## config.mk

```make
export PLATFORM = sky130hd
export DESIGN_NAME = pixel_write_queue
export DESIGN_NICKNAME = d
export VERILOG_FILES = /design/src/rtl/pixel_write_queue.sv
export SDC_FILE = /design/constraint.sdc
export NUM_CORES = 1
export LEC_CHECK = 0
export ABC_AREA = 1
export BUFFER_PORTS_ARGS = -buffer_cell sky130_fd_sc_hd__buf_2
export CAP_MARGIN = 10
export CORE_MARGIN = 3
export CORE_UTILIZATION = 48
export CTS_BUF_LIST = sky130_fd_sc_hd__clkbuf_2
export DETAILED_ROUTE_END_ITERATION = 6
export PLACE_DENSITY = 0.73
export RECOVER_POWER = 25
export SLEW_MARGIN = 30
export SYNTH_ARGS = -nofsm -noshare
export SYNTH_HDL_FRONTEND = slang
export SYNTH_SLANG_ARGS = --single-unit
```

## constraint.sdc

```tcl
create_clock -name clk -period 3.1 [get_ports clk]
set_input_delay 0.62 -clock clk [delete_from_list [all_inputs] [get_ports clk]]
set_output_delay 0.62 -clock clk [all_outputs]
set_load 0.02 [all_outputs]
```

## src/rtl/pixel_write_queue.sv

```systemverilog
// Clips incoming pixels to the screen, queues them in a FIFO and writes them
// in order through a stallable framebuffer port, flagging pixels lost to a full queue.
module pixel_write_queue #(
  parameter int DEPTH    = 16,
  parameter int COLOR_W  = 3,
  parameter int SCREEN_W = 320,
  parameter int SCREEN_H = 240,
  parameter int ADDR_W   = 17
) (
  input  logic                       clk,
  input  logic                       reset,
  input  logic                       draw,
  input  logic [8:0]                 x_in,
  input  logic [7:0]                 y_in,
  input  logic [COLOR_W-1:0]         color,
  input  logic                       clear_ovf,
  input  logic                       fb_ready,
  output logic                       fb_we,
  output logic [ADDR_W-1:0]          fb_addr,
  output logic [COLOR_W-1:0]         fb_data,
  output logic                       busy,
  output logic                       overflow,
  output logic [$clog2(DEPTH):0]     count
);

  localparam int PTR_W = $clog2(DEPTH);
  localparam int CNT_W = PTR_W + 1;
  localparam logic [8:0]       X_LIM = 9'(SCREEN_W);
  localparam logic [7:0]       Y_LIM = 8'(SCREEN_H);
  localparam logic [CNT_W-1:0] FULL  = CNT_W'(DEPTH);

  typedef enum logic {S_EMPTY, S_VALID} out_state_t;

  typedef struct packed {
    logic [ADDR_W-1:0]  addr;
    logic [COLOR_W-1:0] data;
  } entry_t;

  entry_t             mem [DEPTH];
  logic [PTR_W-1:0]   wr_ptr, rd_ptr;
  out_state_t         state, state_next;

  logic               in_range, push, drop, load, fifo_empty;
  logic [ADDR_W-1:0]  x_ext, y_ext, push_addr;

  assign in_range   = (x_in < X_LIM) && (y_in < Y_LIM);
  assign fifo_empty = (count == '0);
  // Full is judged on the pre-edge count, so a same-edge pop never rescues a draw.
  assign push       = draw && in_range && (count != FULL);
  assign drop       = draw && in_range && (count == FULL);

  // y*320 as (y<<8)+(y<<6); 17 bits holds the largest address 76799 without truncation.
  assign x_ext     = ADDR_W'(x_in);
  assign y_ext     = ADDR_W'(y_in);
  assign push_addr = (y_ext << 8) + (y_ext << 6) + x_ext;

  always_comb begin
    // NOTE: every always_comb output gets a default first so no path leaves it unassigned (no latch).
    state_next = state;
    load       = 1'b0;
    case (state)
      S_EMPTY: begin
        if (!fifo_empty) begin
          load       = 1'b1;
          state_next = S_VALID;
        end
      end
      S_VALID: begin
        if (fb_ready) begin
          load       = !fifo_empty;
          state_next = fifo_empty ? S_EMPTY : S_VALID;
        end
      end
      default: state_next = S_EMPTY;
    endcase
  end

  // NOTE: sequential state uses non-blocking (<=) so every register samples pre-edge values.
  always_ff @(posedge clk or posedge reset) begin
    if (reset) begin
      state    <= S_EMPTY;
      wr_ptr   <= '0;
      rd_ptr   <= '0;
      count    <= '0;
      overflow <= 1'b0;
      fb_addr  <= '0;
      fb_data  <= '0;
    end else begin
      state <= state_next;
      if (push) wr_ptr <= wr_ptr + 1'b1;
      if (load) begin
        rd_ptr  <= rd_ptr + 1'b1;
        fb_addr <= mem[rd_ptr].addr;
        fb_data <= mem[rd_ptr].data;
      end
      count <= count + CNT_W'(push) - CNT_W'(load);
      if (drop)           overflow <= 1'b1;
      else if (clear_ovf) overflow <= 1'b0;
    end
  end

  // NOTE: storage has no reset; pointers and count define validity, so stale contents are never read.
  always_ff @(posedge clk) begin
    if (push) mem[wr_ptr] <= '{addr: push_addr, data: color};
  end

  assign fb_we = (state == S_VALID);
  assign busy  = !fifo_empty || fb_we;

endmodule

```

==> Word-level counts from Yosys, hierarchy flattened <==
Memories as Yosys holds them, arrays and structs flattened. A register that Yosys moved wholly into a read port is not among the register bits.
Cells that the tools add are included.
{ "totals": {"regBits": 15, "ramBits": 320, "output_inout_bits": 28, "wordCells": 34, "mem_count": 1} }
{ "classes": {"n_addsub": 6, "order_cmp": 2, "n_eq_ne": 2, "n_mux": 9, "bitwise": 1, "reduce_logical": 8} }
{ "mem_list": {"columns": ["memory", "depth", "width", "read_ports", "rd_clocked_by_memory_dff", "wr", "line", "rtl"], "rows": [
  ["mem", 16, 20, 1, 1, 1, "39", "entry_t mem [DEPTH];"]
]} }
{ "ops": {"columns": ["op", "n"], "rows": [
  ["$add 16x14->17", 1],
  ["$add 17x9->17", 1],
  ["$lt 9x9->1 const B", 1],
  ["$add 4x1->4 const B", 2],
  ["$lt 8x8->1 const B", 1],
  ["$mux 1", 7],
  ["$add 5x1->5", 1],
  ["$eq 5x5->1 const B", 1],
  ["$logic_not 5->1", 1],
  ["$ne 5x5->1 const B", 1],
  ["$sub 5x1->5", 1],
  ["$logic_and 1x1->1", 4],
  ["$pmux 1 s2", 2],
  ["$reduce_bool 2->1", 1],
  ["$logic_not 1->1", 1],
  ["$logic_or 1x1->1", 1],
  ["$not 1->1", 1]
]} }

==> Longest topological paths before layout <==
{ "depth": {"depth_word": 6, "depth_mapped": 14, "depth_no_buf": 13} }

==> Worst setup path before layout <==
OpenSTA, ideal clock, no wires.
{ "synth_path": {"kind": "input-to-reg", "startpoint": "input port x_in[8]", "endpoint": "memory mem[0][16] in the netlist's numbering, data pin", "setup_ns": 0.289, "t_arrival_ns": 2.528, "required_time_ns": 2.811, "slack_ns": 0.283, "path_stages": 8, "cell_sequence": "inv_1 > fa_1 > inv_1 > fa_1 > nand3_1 > nand2_1 > a31oi_1 > xor2_1"} }
{ "synth_between": {"elab_chain_len": 1} }
{ "synth_lines": {"columns": ["item", "line", "rtl"], "rows": [
  ["start, declared", "13", "input logic [8:0] x_in,"],
  ["$add 17x9->17", "55", "assign push_addr = (y_ext << 8) + (y_ext << 6) + x_ext;"],
  ["net push_addr[13]", "44", "logic [ADDR_W-1:0] x_ext, y_ext, push_addr;"],
  ["end, declared", "39", null]
]} }
The timed path passes the listed nets, and every way through them passes these cells.

==> Worst setup path after layout <==
{ "layout_path": {"startpoint": "register count[2]", "endpoint": "output port busy"} }
{ "layout_between": {"elab_chain_len": 3} }
{ "layout_lines": {"columns": ["item", "line", "rtl"], "rows": [
  ["start, declared", "23", "output logic [$clog2(DEPTH):0] count"],
  ["start signal, assigned", "96", "count <= count + CNT_W'(push) - CNT_W'(load);"],
  ["$logic_not 5->1", "47", "assign fifo_empty = (count == '0);"],
  ["$logic_not 1->1", "108", "assign busy = !fifo_empty || fb_we;"],
  ["$logic_or 1x1->1", "108", null],
  ["end, declared", "21", "output logic busy,"]
]} }
No other way between the ends.

==> run metrics <==
Final ANT Viol Nets 0; clock slew at reported path FFs 0.10 ns; final instance area 17580 um^2; htree depth 3; initial antenna violation count 2; flops & latches, synth 355; power per cell area 819.2 nW/um^2; area share of the largest cell type after synthesis 0.6072; pin count of the biggest net entering global routing between 150 and 200; die width around 190 um; final max-slew violation count 0; via count 11.11k; syn nets 1606; Worst path max stage delay 0.42 ns; minimum clock period 2.648 ns; routability cong. between 0.7 and 0.8; global router's overall resource usage 0.2099; post-DP HPWL 20620 um; Rel. slew slack 0.1379; Final Hold Fails 0; setup ws final 0.4517 ns; Pleak approximately 0.008 uW; clock tree buffer depth 3; cts repair resizes 0; global-route wire length before repair 58350 um; Slew @ Worst Pin ~1.3 ns; critical path class flop to primary output; die height 187.6 um; CP delay by family, top flip-flops; CP Cell Sequence inv_1 -> ha_1 -> nand4_1 -> inv_1 -> nand2_1 -> buf_2; Top Ports 53; Worst EP required 2.48 ns; Clock Skews 0.07975 ns; DRC 0; clock insertion delay at the later pin of the skew report 0.91 ns; Tot Pwr approximately 14000 uW; DP Area 16700 um^2; worst slack, placed -0.1149 ns; global route total overflow 0; Critical Path Sink Type primary output; Crit Path Max Fanout 3; full die area roughly 35000 um^2; drt first pass iters 5; maximum vdd ir drop 556.4 uV; cell mode on critical path inv_1; CTS Buf Count 89; DRT iter0 DRCs 1183; sequential fraction of the synthesis area 0.6626; share of cells above drive strength 1 0.1476; CP startpoint kind flop; most common cell in the netlist nand2_1; vias in the first global route 11.07k; CP bufs+invs 3; number of flops mapped to enable cells by yosys 320; worst hold slack 0.1126 ns; wire per inst 16.82 um; Hold Crit Class input port to flop; synth cell count leaders nand2_1, edfxtp_1, inv_1; crit path DAT 2.03 ns; ys flop type edfxtp_1; Synth Area per Inst 10.20 um^2; hold-fix buffers at CTS 4; FMAX 377.6 MHz; Root Buffer clkbuf_2; Nets 1733; Initial Utilization 0.4939; core area 32040 um^2; top post-synthesis cells by area edfxtp_1, nand2_1, nand3_1; Post-CTS Setup Inserts 0; synthesized area 15830 um^2; maxcap violations 0; # fillers 2765; status completed; final setup vio count 0; Via-to-Cell Ratio 5.083; Yosys cell types 29; WL final 36760 um; area leader, netlist edfxtp_1; Post-synth ARST share 0.09859; clock sinks 355; CTS tree yes; fin crit share 0.8543; slowest CP cell dfrtp_1; Synth Instances 1552; P&R area growth vs syn 11.09%; unrepaired setup endpoints after global routing no; Rows 65; YS warnings 0; PortBufs 52
## layout make-up
class	instances	area, um^2	area share
Sequential cell	355	10490	0.5967
Inverter	272	1025	0.05829
Multi-Input combinational cell	856	3985	0.2267
Timing Repair Buffer	105	710.7	0.04042
Tap cell	435	544.3	0.03096
Antenna cell	2	5.005	0.0002847
Clock buffer	134	670.6	0.03815
Clock inverter	26	150.1	0.008540
## per-layer routing
layer / wire (um) / vias up / global-route usage
met5: 0 / - / 0
met4: 909 / 0 / 0.08254
met3: 2805 / 76 / 0.04356
met2: 17610 / 462 / 0.3426
met1: 15440 / 5258 / 0.2776
li1: - / 5310 / -
## layout by cell type (no fill, tap or decap), drive strengths merged
master and n:
o2111ai 1, nand3 247, a21oi 7, o21bai 1
o21ai 9, ha 26, clkbuf 146, dlygate4sd3 6
clkinv 21, fa 3, and3 1, nor3 2
xor2 13, dfrtp 35, bufinv 1, clkinvlp 2
buf 87, diode 2, nor2 22, edfxtp 320
xnor2 2, nand2 515, a21o 2, inv 274
nand4 2, a31oi 2, or2 1
## report_power, final
group / switching, uW / leakage (uW) / internal [uW]
combinational: 3750 / 0.00407 / 1530
clock: 1860 / 0.000627 / 1250
sequential: 207 / 0.00331 / 5810
total: 5810 / 0.00801 / 8590
## flip-flops by register name, summed over array words and instances, names as in the netlist
register / count
overflow: 1
fb_data: 3
mem: 320
count: 5
rd_ptr: 4
fb_we: 1
wr_ptr: 4
fb_addr: 17
## path summary, 6_finish.rpt
path | cells after the start | from | to | slack [ns]
worst max-delay path | 6 | count[2]$_DFF_PP0_ | busy | 0.45
worst min-delay path | 4 | y_in[6] | overflow$_DFFE_PP0P_ | 0.11
worst max register to register | 13 | count[2]$_DFF_PP0_ | count[4]$_DFF_PP0_ | 0.61
worst min register to register | 2 | fb_addr[4]$_DFFE_PP0P_ | fb_addr[4]$_DFFE_PP0P_ | 0.48
max in group asynchronous | 4 | reset | rd_ptr[0]$_DFFE_PP0P_ | 1.24
min in group asynchronous | 3 | reset | count[4]$_DFF_PP0_ | 0.52
## worst min-delay path, delay by kind of cell
kind / cells / cell delay [ns]
buf+inv: 1 / 0.11
simple gates: 1 / 0.05
compound gates: 2 / 0.14
## metrics by stage
stage | TNS [ns] | instances | util
2_1_floorplan | 0 | 1552 | -
3_3_place_gp | -4.029 | 2017 | 0.5209
3_5_place_dp | -3.314 | 2017 | 0.5213
4_1_cts | 0 | 2181 | 0.5481
5_1_grt | 0 | 2185 | 0.5487
6_report | 0 | 2185 | 0.5487
## logic make-up (layout without fill, tap and decap cells)
family | count (synthesis) | in the layout | share of synthesized area
AND/OR/NAND/NOR | 790 | 790 | 0.2079
other | 0 | 2 | 0
buffers and inverters | 341 | 537 | 0.08911
flip-flops | 355 | 355 | 0.6626
AO/OA/AOI/OAI | 22 | 22 | 0.007827
XOR/XNOR | 15 | 15 | 0.008302
adder cells (fa/ha/maj) | 29 | 29 | 0.02435
Power figures use the tool's default switching activity.
